--- src/rtl/pu_rd_arbiter.sv ---
`default_nettype none
// pu_rd_arbiter: round-robin, burst-locked sharing of one buffer read stream among NUM_PU units.
// Rev 1.0 - initial release.
module pu_rd_arbiter #(
  parameter int NUM_PU = 4,
  parameter int DATA_W = 64,
  parameter int LEN_W  = 8,
  parameter int ID_W   = $clog2(NUM_PU)
) (
  input  logic                    clk,
  input  logic                    reset,
  input  logic [NUM_PU-1:0]       pu_rd_req,
  input  logic [NUM_PU*LEN_W-1:0] pu_rd_len,
  output logic [NUM_PU-1:0]       pu_rd_grant,
  output logic [NUM_PU-1:0]       pu_rd_data_v,
  output logic [DATA_W-1:0]       pu_rd_data,
  output logic                    pu_rd_last,
  output logic                    mem_rd_req,
  output logic [LEN_W-1:0]        mem_rd_len,
  input  logic                    mem_rd_ready,
  input  logic                    mem_rd_data_v,
  input  logic [DATA_W-1:0]       mem_rd_data,
  output logic                    busy,
  output logic [ID_W-1:0]         owner,
  output logic                    stray_err
);

  typedef enum logic [1:0] {
    ST_IDLE = 2'd0,
    ST_CMD  = 2'd1,
    ST_DATA = 2'd2
  } state_t;

  state_t              state_q;
  logic [ID_W-1:0]     owner_q;
  logic [ID_W-1:0]     rr_ptr_q;
  logic [LEN_W-1:0]    len_q;
  logic [LEN_W-1:0]    beat_cnt_q;
  logic [NUM_PU-1:0]   data_v_q;
  logic [DATA_W-1:0]   data_q;
  logic                last_q;
  logic                stray_q;

  logic                win_vld_d;
  logic [ID_W-1:0]     win_idx_d;
  logic [ID_W-1:0]     rr_next_d;
  logic [NUM_PU-1:0]   owner_oh;

  // Scan from the farthest offset down so the requester closest to rr_ptr wins.
  always_comb begin
    win_vld_d = 1'b0;
    win_idx_d = '0;
    for (int i = NUM_PU - 1; i >= 0; i--) begin
      if (pu_rd_req[ID_W'((int'(rr_ptr_q) + i) % NUM_PU)]) begin
        win_vld_d = 1'b1;
        win_idx_d = ID_W'((int'(rr_ptr_q) + i) % NUM_PU);
      end
    end
  end

  assign rr_next_d = (owner_q == ID_W'(NUM_PU - 1)) ? '0 : owner_q + 1'b1;
  assign owner_oh  = NUM_PU'(1) << owner_q;

  always_ff @(posedge clk) begin
    if (reset) begin
      state_q    <= ST_IDLE;
      owner_q    <= '0;
      rr_ptr_q   <= '0;
      len_q      <= '0;
      beat_cnt_q <= '0;
      data_v_q   <= '0;
      data_q     <= '0;
      last_q     <= 1'b0;
      stray_q    <= 1'b0;
    end else begin
      data_v_q <= '0;
      last_q   <= 1'b0;
      if (mem_rd_data_v && (state_q != ST_DATA)) begin
        stray_q <= 1'b1;
      end
      case (state_q)
        ST_IDLE: begin
          if (win_vld_d) begin
            owner_q <= win_idx_d;
            len_q   <= pu_rd_len[win_idx_d*LEN_W +: LEN_W];
            state_q <= ST_CMD;
          end
        end
        ST_CMD: begin
          if (mem_rd_ready) begin
            beat_cnt_q <= '0;
            state_q    <= ST_DATA;
          end
        end
        ST_DATA: begin
          if (mem_rd_data_v) begin
            data_v_q   <= owner_oh;
            data_q     <= mem_rd_data;
            beat_cnt_q <= beat_cnt_q + 1'b1;
            if (beat_cnt_q == len_q) begin
              last_q   <= 1'b1;
              rr_ptr_q <= rr_next_d;
              state_q  <= ST_IDLE;
            end
          end
        end
        default: state_q <= ST_IDLE;
      endcase
    end
  end

  // Grant must coincide with the memory handshake, so it is decoded from state and ready.
  assign pu_rd_grant  = ((state_q == ST_CMD) && mem_rd_ready) ? owner_oh : '0;
  assign mem_rd_req   = (state_q == ST_CMD);
  assign mem_rd_len   = len_q;
  assign pu_rd_data_v = data_v_q;
  assign pu_rd_data   = data_q;
  assign pu_rd_last   = last_q;
  assign busy         = (state_q != ST_IDLE);
  assign owner        = owner_q;
  assign stray_err    = stray_q;

endmodule
`default_nettype wire

--- config.mk ---
export PLATFORM = sky130hd
export DESIGN_NAME = pu_rd_arbiter
export DESIGN_NICKNAME = d
export VERILOG_FILES = /design/src/rtl/pu_rd_arbiter.sv
export SDC_FILE = /design/constraint.sdc
export NUM_CORES = 1
export LEC_CHECK = 0
export CAP_MARGIN = 10
export CORE_MARGIN = 2
export CORE_UTILIZATION = 36
export CTS_CLUSTER_SIZE = 20
export DETAILED_ROUTE_END_ITERATION = 6
export PLACE_DENSITY = 0.8
export SYNTH_ARGS = -nofsm -noshare
export SYNTH_HDL_FRONTEND = slang
export SYNTH_SLANG_ARGS = --single-unit
--- constraint.sdc ---
create_clock -name clk -period 1.58 [get_ports clk]
set_clock_uncertainty 0.05 [all_clocks]
set_input_delay 0.316 -clock clk [delete_from_list [all_inputs] [get_ports clk]]
set_output_delay 0.316 -clock clk [all_outputs]
set_load 0.01 [all_outputs]
==> impl_metrics.py, run 1 <==
metrics = {
    "outcome": {
        "outcome": "finished, violations left",
        "violations": "negative setup slack",
    },
    "global_routing": {
        "first_global_vias": 3794,
        "antenna_found_initial": 0,
        "grt_usage_pct": 20.26,
        "overflow": 0,
        "grt_max_degree": 43,
        "grt_pass1_wl_um": 18060,
    },
    "yosys": {
        "yosysSeqAreaShare_pct": 50.41,
        "ys_types": 37,
        "synth_edf_count": 0,
        "ys_seq_elements": 92,
        "ys_top_cells_by_count": "nand2_1, dfxtp_1, a21oi_1, mux2i_1, nor2_1",
        "netlist_instances": 442,
        "synth_area_leaders": "dfxtp_1, nand2_1, a21oi_1, mux2i_1, o221ai_1",
        "synth_area_sq_um": 3654,
        "async_flop_share_pct": 0,
        "yosys.area.top_type_share_pct": 50.41,
        "avgSynthCellArea_sq_um": 8.266,
        "syn_nets": 551,
        "yosys.area.top_type": "dfxtp_1",
        "yosys_warnings": 0,
        "synth_flop_cell": "dfxtp_1",
        "yosysMostFrequentCell": "nand2_1",
    },
    "worst_setup_path": {
        "r2r_slack_ns": -0.06,
        "critPathMaxFanout": 8,
        "critPathLaunchType": "input pin",
        "worstReg2RegStart": "rr_ptr_q[1]",
        "r2r_cells": 7,
        "cp-end-kind": "flip-flop",
        "crit_arrival_ns": 1.84,
        "crit_end": "mem_rd_len[4]",
        "rr_endpoint": "mem_rd_len[4]",
        "worstSetupPathType": "input pin to flip-flop",
        "startpoint": "pu_rd_req[0]",
        "required_ns": 1.77,
    },
    "layout": {
        "nFillCells": 851,
        "final_layout_size_suffix_gt1_share_pct": 18.09,
        "nets": 762,
        "final_cell_area_sq_um": 6376,
        "antenna_cells": 0,
        "area_delta_synth_final_pct": 74.52,
        "final_cells": 791,
    },
    "clocking": {
        "clk_root_buffer_cell": "clkbuf_8",
        "path_clk_slew_ns": 0.08,
        "cts.sinks": 92,
        "cts_tree": "yes",
        "clockBufferDepth": 2,
        "cts_hold_buffers": 0,
        "cts_buffers": 9,
        "htreeDepth": 3,
        "clk_latency_ns": 0.36,
    },
    "routing": {
        "vias": 3855,
        "wirelength_um": 12140,
        "wire_per_inst_um": 15.35,
        "first_iter_violations": 153,
        "firstDrtPassIters": 4,
        "drcViolationCount": 0,
        "drtAntennaViolNets": 0,
        "avgViaCountPerCell": 4.874,
    },
    "power": {
        "p_seq_share_pct": 49.4,
        "swShare_pct": 25.49,
        "p_comb_share_pct": 18.7,
        "internal_power_uw": 3684,
        "p_leak_uw": 0.002675,
        "power_density_nw_per_um2": 775.4,
        "vdd_drop_max_uv": 370.4,
        "clockPowerShare_pct": 31.9,
        "p_switching_uw": 1260,
    },
    "min_path": {
        "hold_path.class": "input pin to flip-flop",
        "hp-start": "reset",
    },
    "place": {
        "dpl.hpwl_um": 8199,
        "place_congestion": 0.7856,
        "place_inst": 765,
        "placed_area_sq_um": 5861,
        "port_buffers": 189,
    },
    "floorplanning": {
        "rows": 36,
        "fp.dieH_um": 104.7,
        "start_util_pct": 37.21,
        "dieArea_sq_um": 10970,
        "io_pins": 190,
        "die_w_um": 104.7,
        "core-area_sq_um": 9819,
    },
    "sta": {
        "timing.fmax_ghz": 0.6062,
        "finalMaxSlewViolations": 0,
        "worst_slack_ns": -0.06951,
        "max_slew_margin_pct": 71.17,
        "setup_viol": 7,
        "worstMarginPinSlew_ns": 0.4324,
        "grt_setup_unrepaired": "true",
        "fin_crit_ns": 1.650,
        "hold_viol": 0,
        "fin_crit_sh_pct": 104.4,
    },
    "run": {
        "cap_violations": 0,
    },
}
critical path, stage by stage:
cell	delay, ns
dlygate4sd2_1	0.27
buf_4	0.15
a21oi_2	0.15
o21ai_2	0.09
a21oi_4	0.15
buf_4	0.16
buf_16	0.14
mux2i_1	0.29
o221ai_2	0.12
routing by layer:
| metal | GRT usage, % | share of wire, % | up-vias |
|---|---|---|---|
| met5 | 0 | 0 | - |
| met4 | 9.048 | 2.6 | 0 |
| met3 | 4.492 | 5.8 | 30 |
| met2 | 37.24 | 52 | 141 |
| met1 | 22.08 | 40 | 1795 |
| li1 | - | - | 1889 |
per-stage QoR:
step                      total power (uW)  util [%]  hold WS, ns  TNS, ns  setup slack (ns)
after CTS                             4878     62.05       0.1716  -0.1696          -0.07582
after global placement                3298     59.68       0.3911   -17.41           -0.5070
after detailed placement              3317     59.68       0.3958   -20.42           -0.5960
after floorplan                       2790         -       0.3826        0          0.007648
final                                 4944     64.93       0.2089  -0.1769          -0.06951
after global routing                  5141     64.93       0.2143   -1.075           -0.1043
kinds of logic (layout without fill, tap and decap cells):
kind of cell | Yosys count | in the layout | synth area share (%)
XOR/XNOR | 12 | 12 | 2.877
adder cells (fa/ha/maj) | 5 | 5 | 1.712
buffers and inverters | 33 | 249 | 3.904
multiplexers | 20 | 20 | 5.479
flip-flops | 92 | 92 | 50.41
AO/OA/AOI/OAI | 92 | 92 | 14.38
AND/OR/NAND/NOR | 188 | 188 | 21.23
final cells by class:
cell class	count	area, sq um	area share, %
flip-flops and latches	92	1859	29.16
multi-input cells	317	1964	30.81
well taps	133	166.4	2.610
clock buffers	12	145.1	2.276
repair buffers	227	2170	34.03
inverters	6	22.52	0.3532
clock inverters	4	48.80	0.7653
layout by cell type, fill, tap and decap left out, types with 3 or more instances in the layout:
master,n
a21oi_1,68
a21oi_2,5
and2_1,3
buf_12,4
buf_2,6
buf_4,25
buf_6,7
clkbuf_8,10
clkdlybuf4s50_1,97
dfxtp_1,82
dfxtp_2,8
dlygate4sd2_1,83
ha_4,3
inv_2,4
mux2i_1,13
mux2i_2,5
nand2_1,140
nor2_1,16
nor3b_1,4
o221ai_2,8
xnor2_1,8
xor2_1,4
power by group through the flow:
stage,logic [uW],registers [uW],clock network (uW)
after CTS,831,2440,1610
final,925,2440,1580
after floorplan,270,2520,0
after global routing,992,2450,1700
after detailed placement,823,2490,0
after global placement,807,2490,0
state kept, by name, indices dropped and copies added (netlist names):
register	count
pu_rd_data_v	4
mem_rd_len	8
pu_rd_data	64
rr_ptr_q	2
owner	2
state_q	2
pu_rd_last	1
stray_err	1
beat_cnt_q	8
worst min-delay path by stage:
stage	slack, ns	endpoint	cells after the start
after global placement	0.39	pu_rd_data[13]	2
after detailed placement	0.40	pu_rd_data[0]	2
final	0.21	state_q[0]	2
after floorplan	0.38	state_q[0]	1
after global routing	0.21	state_q[0]	2
after CTS	0.17	state_q[0]	2
what timing repair did:
action / CTS / global route
endpoints found under the hold margin: 0 / 0
buffers inserted: 3 / 4
resized for setup: 138 / 52
endpoints found under the setup margin: 101 / 71
gates cloned: 1 / 2
pin swaps: 4 / 13
No activity file was read; power rests on OpenSTA's default activity.
==> run 2, diff against run 1 <==
--- a/config.mk
+++ b/config.mk
@@ -14,3 +14,4 @@
 export SYNTH_ARGS = -nofsm -noshare
 export SYNTH_HDL_FRONTEND = slang
 export SYNTH_SLANG_ARGS = --single-unit
+export TNS_END_PERCENT = 5
==> impl_metrics.py, run 2 (synthesis gave the netlist of run 1 again) <==
metrics = {
    "run": {
        "cap_violations": 0,
    },
    "min_path": {
        "hold_depth": 2,
        "worst_hold_path.endpoint": "beat_cnt_q[0]",
        "hp-start": "reset",
        "hold_path.class": "input pin to flip-flop",
    },
    "worst_setup_path": {
        "r2r_cells": 6,
        "path_cells": "inv_1 -> ha_2 -> and2_1 -> buf_2",
        "critPathLaunchType": "flip-flop",
        "worstSetupPathType": "flip-flop to output port",
        "path_delay_family": "flip-flops",
        "startpoint": "owner[0]",
        "slowest_stage": "dfxtp_2",
        "crit_path_max_incr_delay_ns": 0.33,
        "cp_num_buf_inv": 2,
        "rr_endpoint": "mem_rd_len[2]",
        "worstReg2RegStart": "rr_ptr_q[1]",
        "required_ns": 1.21,
        "crit_arrival_ns": 1.28,
        "critPathMaxFanout": 2,
        "cp-end-kind": "output port",
        "r2r_slack_ns": -0.03,
    },
    "global_routing": {
        "overflow": 0,
        "grt_usage_pct": 19.61,
        "antenna_found_initial": 0,
        "grt_max_degree": 43,
        "first_global_vias": 3668,
        "grt_pass1_wl_um": 17510,
    },
    "layout": {
        "largest_reg_flops": 64,
        "mostFrequentLayoutCells": "nand2_1, clkdlybuf4s50_1, dfxtp_1",
        "final_layout_size_suffix_gt1_share_pct": 16.06,
        "antenna_cells": 0,
        "final_common_cell": "nand2_1",
        "area_delta_synth_final_pct": 72.77,
        "nets": 758,
    },
    "power": {
        "p_total_uw": 5066,
        "vdd_drop_max_uv": 516.9,
        "power_density_nw_per_um2": 802.5,
        "p_leak_uw": 0.002663,
    },
    "sta": {
        "worst_slack_ns": -0.06422,
        "setup_tns_ns": -0.2566,
        "setup_viol": 12,
        "fin_crit_ns": 1.644,
        "finalMaxSlewViolations": 0,
        "max_slew_margin_pct": 70.88,
        "worstMarginPinSlew_ns": 0.4368,
        "hold_viol": 0,
        "timing.fmax_ghz": 0.6082,
        "grt_setup_unrepaired": "true",
        "fin_crit_sh_pct": 104.1,
    },
    "floorplanning": {
        "rows": 36,
        "start_util_pct": 37.21,
        "io_pins": 190,
        "core-area_sq_um": 9819,
        "fp.dieH_um": 104.7,
        "die_w_um": 104.7,
        "dieArea_sq_um": 10970,
    },
    "routing": {
        "drtAntennaViolNets": 0,
        "firstDrtPassIters": 5,
        "first_iter_violations": 128,
        "wire_per_inst_um": 14.99,
        "vias": 3827,
        "wirelength_um": 11800,
        "drcViolationCount": 0,
        "avgViaCountPerCell": 4.863,
    },
    "clocking": {
        "clk_latency_ns": 0.36,
        "cts_buffers": 9,
        "cts.sinks": 92,
        "path_clk_slew_ns": 0.08,
        "clk_root_buffer_cell": "clkbuf_8",
        "cts_tree": "yes",
        "htreeDepth": 3,
        "cts_hold_buffers": 0,
        "clockBufferDepth": 2,
    },
    "place": {
        "dpl.hpwl_um": 8175,
        "port_buffers": 189,
        "place_congestion": 0.7949,
    },
    "outcome": {
        "violations": "negative setup slack",
        "outcome": "finished, violations left",
    },
}
==> run 2: cell type report <==
cell class / instances / area (sq um)
clock buffers: 12 / 145.1
repair buffers: 223 / 2140
clock inverters: 4 / 72.57
fillers: 846 / 3507
flip-flops and latches: 92 / 1854
inverters: 6 / 22.52
multi-input cells: 317 / 1912
well taps: 133 / 166.4
==> run 2: power breakdown <==
group          switching, uW  internal (uW)
Sequential              50.2           2390
Combinational            384            509
Clock                    802            934
Total                   1240           3830
==> run 2: layer usage <==
| layer | GRT usage [%] | wire length [um] | vias to the layer above |
|---|---|---|---|
| met1 | 21.32 | 4718 | 1788 |
| met4 | 7.429 | 238 | 0 |
| li1 | - | - | 1879 |
| met5 | 0 | 0 | - |
| met2 | 36.46 | 6166 | 141 |
| met3 | 4.741 | 672 | 19 |
==> run 2: what timing repair did <==
item,in CTS,in global routing
buffers inserted,2,2
resized for setup,124,47
endpoints found under the setup margin,102,71
pin swaps,7,12
cloned,0,3
==> run 2: worst max path at each step <==
stage / end / depth (start not counted)
after floorplan: mem_rd_len[6] / 6
after global placement: mem_rd_len[6] / 6
after detailed placement: mem_rd_len[7] / 6
after CTS: mem_rd_len[7] / 6
after global routing: pu_rd_grant[2] / 4
final: pu_rd_grant[2] / 4
==> run 2: stage by stage <==
step	util, %	instances	instance area [sq um]	worst slack (ns)	hold WS [ns]
floorplan	-	442	3661	-0.005797	0.3826
global placement	59.58	764	5851	-0.5107	0.3911
detailed placement	59.58	764	5851	-0.5407	0.3956
CTS	61.11	782	6001	-0.1523	0.2418
global route	64.28	787	6312	-0.1203	0.2628
finish	64.28	787	6312	-0.06422	0.2657
==> edit (config.mk and constraints of run 2) <==
`NUM_PU`: 4 -> 16.
--- a/src/rtl/pu_rd_arbiter.sv
+++ b/src/rtl/pu_rd_arbiter.sv
@@ -2,7 +2,7 @@
 // pu_rd_arbiter: round-robin, burst-locked sharing of one buffer read stream among NUM_PU units.
 // Rev 1.0 - initial release.
 module pu_rd_arbiter #(
-  parameter int NUM_PU = 4,
+  parameter int NUM_PU = 16,
   parameter int DATA_W = 64,
   parameter int LEN_W  = 8,
   parameter int ID_W   = $clog2(NUM_PU)
Interface: changed (5 resized); port bits go from 190 to 324. No check against the original RTL was run, so the function may have changed too.
==> edit against run 2 <==
  * The flow still finishes with violations (setup timing)
  * Routed wire length increased to 2.7 times the old value
  * Final area grew 120%
  * Total power grew 52%
  * Sequential power grew 18%
  * Setup slack got worse by 2.2 ns
  * Global-route usage is 6.9 points higher
  * Synthesized area up 110%
  * Sequential cell count up 16
  * Register-to-register slack got worse by 2.3 ns
  * Largest cell class is now multi-input gates
==> edit: results <==
[status]
outcome = complete, but fails checks
violations = setup timing

[global_route]
grt_pass1_vias = 9059
grt_usage_pct = 26.5
grt_start_max_net_pins = 40

[timing]
setup_viol = 31
timing.final.ws_setup_ns = -2.31

[setup_path]
worstReg2RegEnd = mem_rd_len[5]
path_delay_family = buffers and inverters
slowest_delay_ns = 0.52

[placed_design]
gp_congestion = 0.978
dp_hpwl_mm = 24.4
pre_cts_ws_ns = -2.52
place_area_mm2 = 0.0127
placed_cells = 1723

[cells_and_area]
n_all_inverters = 13
comb.multi_input.count = 788
seqCellArea_mm2 = 0.00218

[detailed_routing]
drt_iter0_markers = 490
highest_layer = met5
dr_wl_met2_mm = 15.9
wl_met3_mm = 2.15

[synthesis]
syn_nets = 1198
netlist_instances = 972
yosys-top-cells-count = nand2_1 (179), dfxtp_1 (108), nor2_1 (102), a21oi_1 (98), mux2i_1 (84)
synth_xor_area_share_pct = 2.99
synth-seq-area-share_pct = 28.4

[power]
pwr-share-comb_pct = 32.9
ir_drop_v = 0.000424
-- edit: changes by cell type in the layout (fill, tap and decap cells not counted), sizes merged, moves of 21 or more --
cell           delta
nand2            +36
nor2             +84
o21ai            +24
buf             +220
clkdlybuf4s50   +113
mux2i            +64
mux2             +31
nor2b            +21
a211oi           +24
a21oi            +26
-- edit: timing repair --
item,CTS,global route
setup endpoints to repair,121,65
buffers inserted,14,8
gates cloned,2,4
resized for setup,222,90
pin swaps,19,27
-- edit: how the worst max path moves through the flow --
stage	from	end	slack, ns	cells past startpoint
5_1_grt	rr_ptr_q[1]	mem_rd_len[2]	-2.47	18
6_report	rr_ptr_q[1]	mem_rd_len[5]	-2.31	17
2_1_floorplan	rr_ptr_q[1]	mem_rd_len[2]	-2.47	20
4_1_cts	rr_ptr_q[1]	mem_rd_len[7]	-2.23	18
3_5_place_dp	pu_rd_req[13]	mem_rd_len[2]	-2.52	14
3_3_place_gp	pu_rd_req[13]	mem_rd_len[4]	-2.43	15
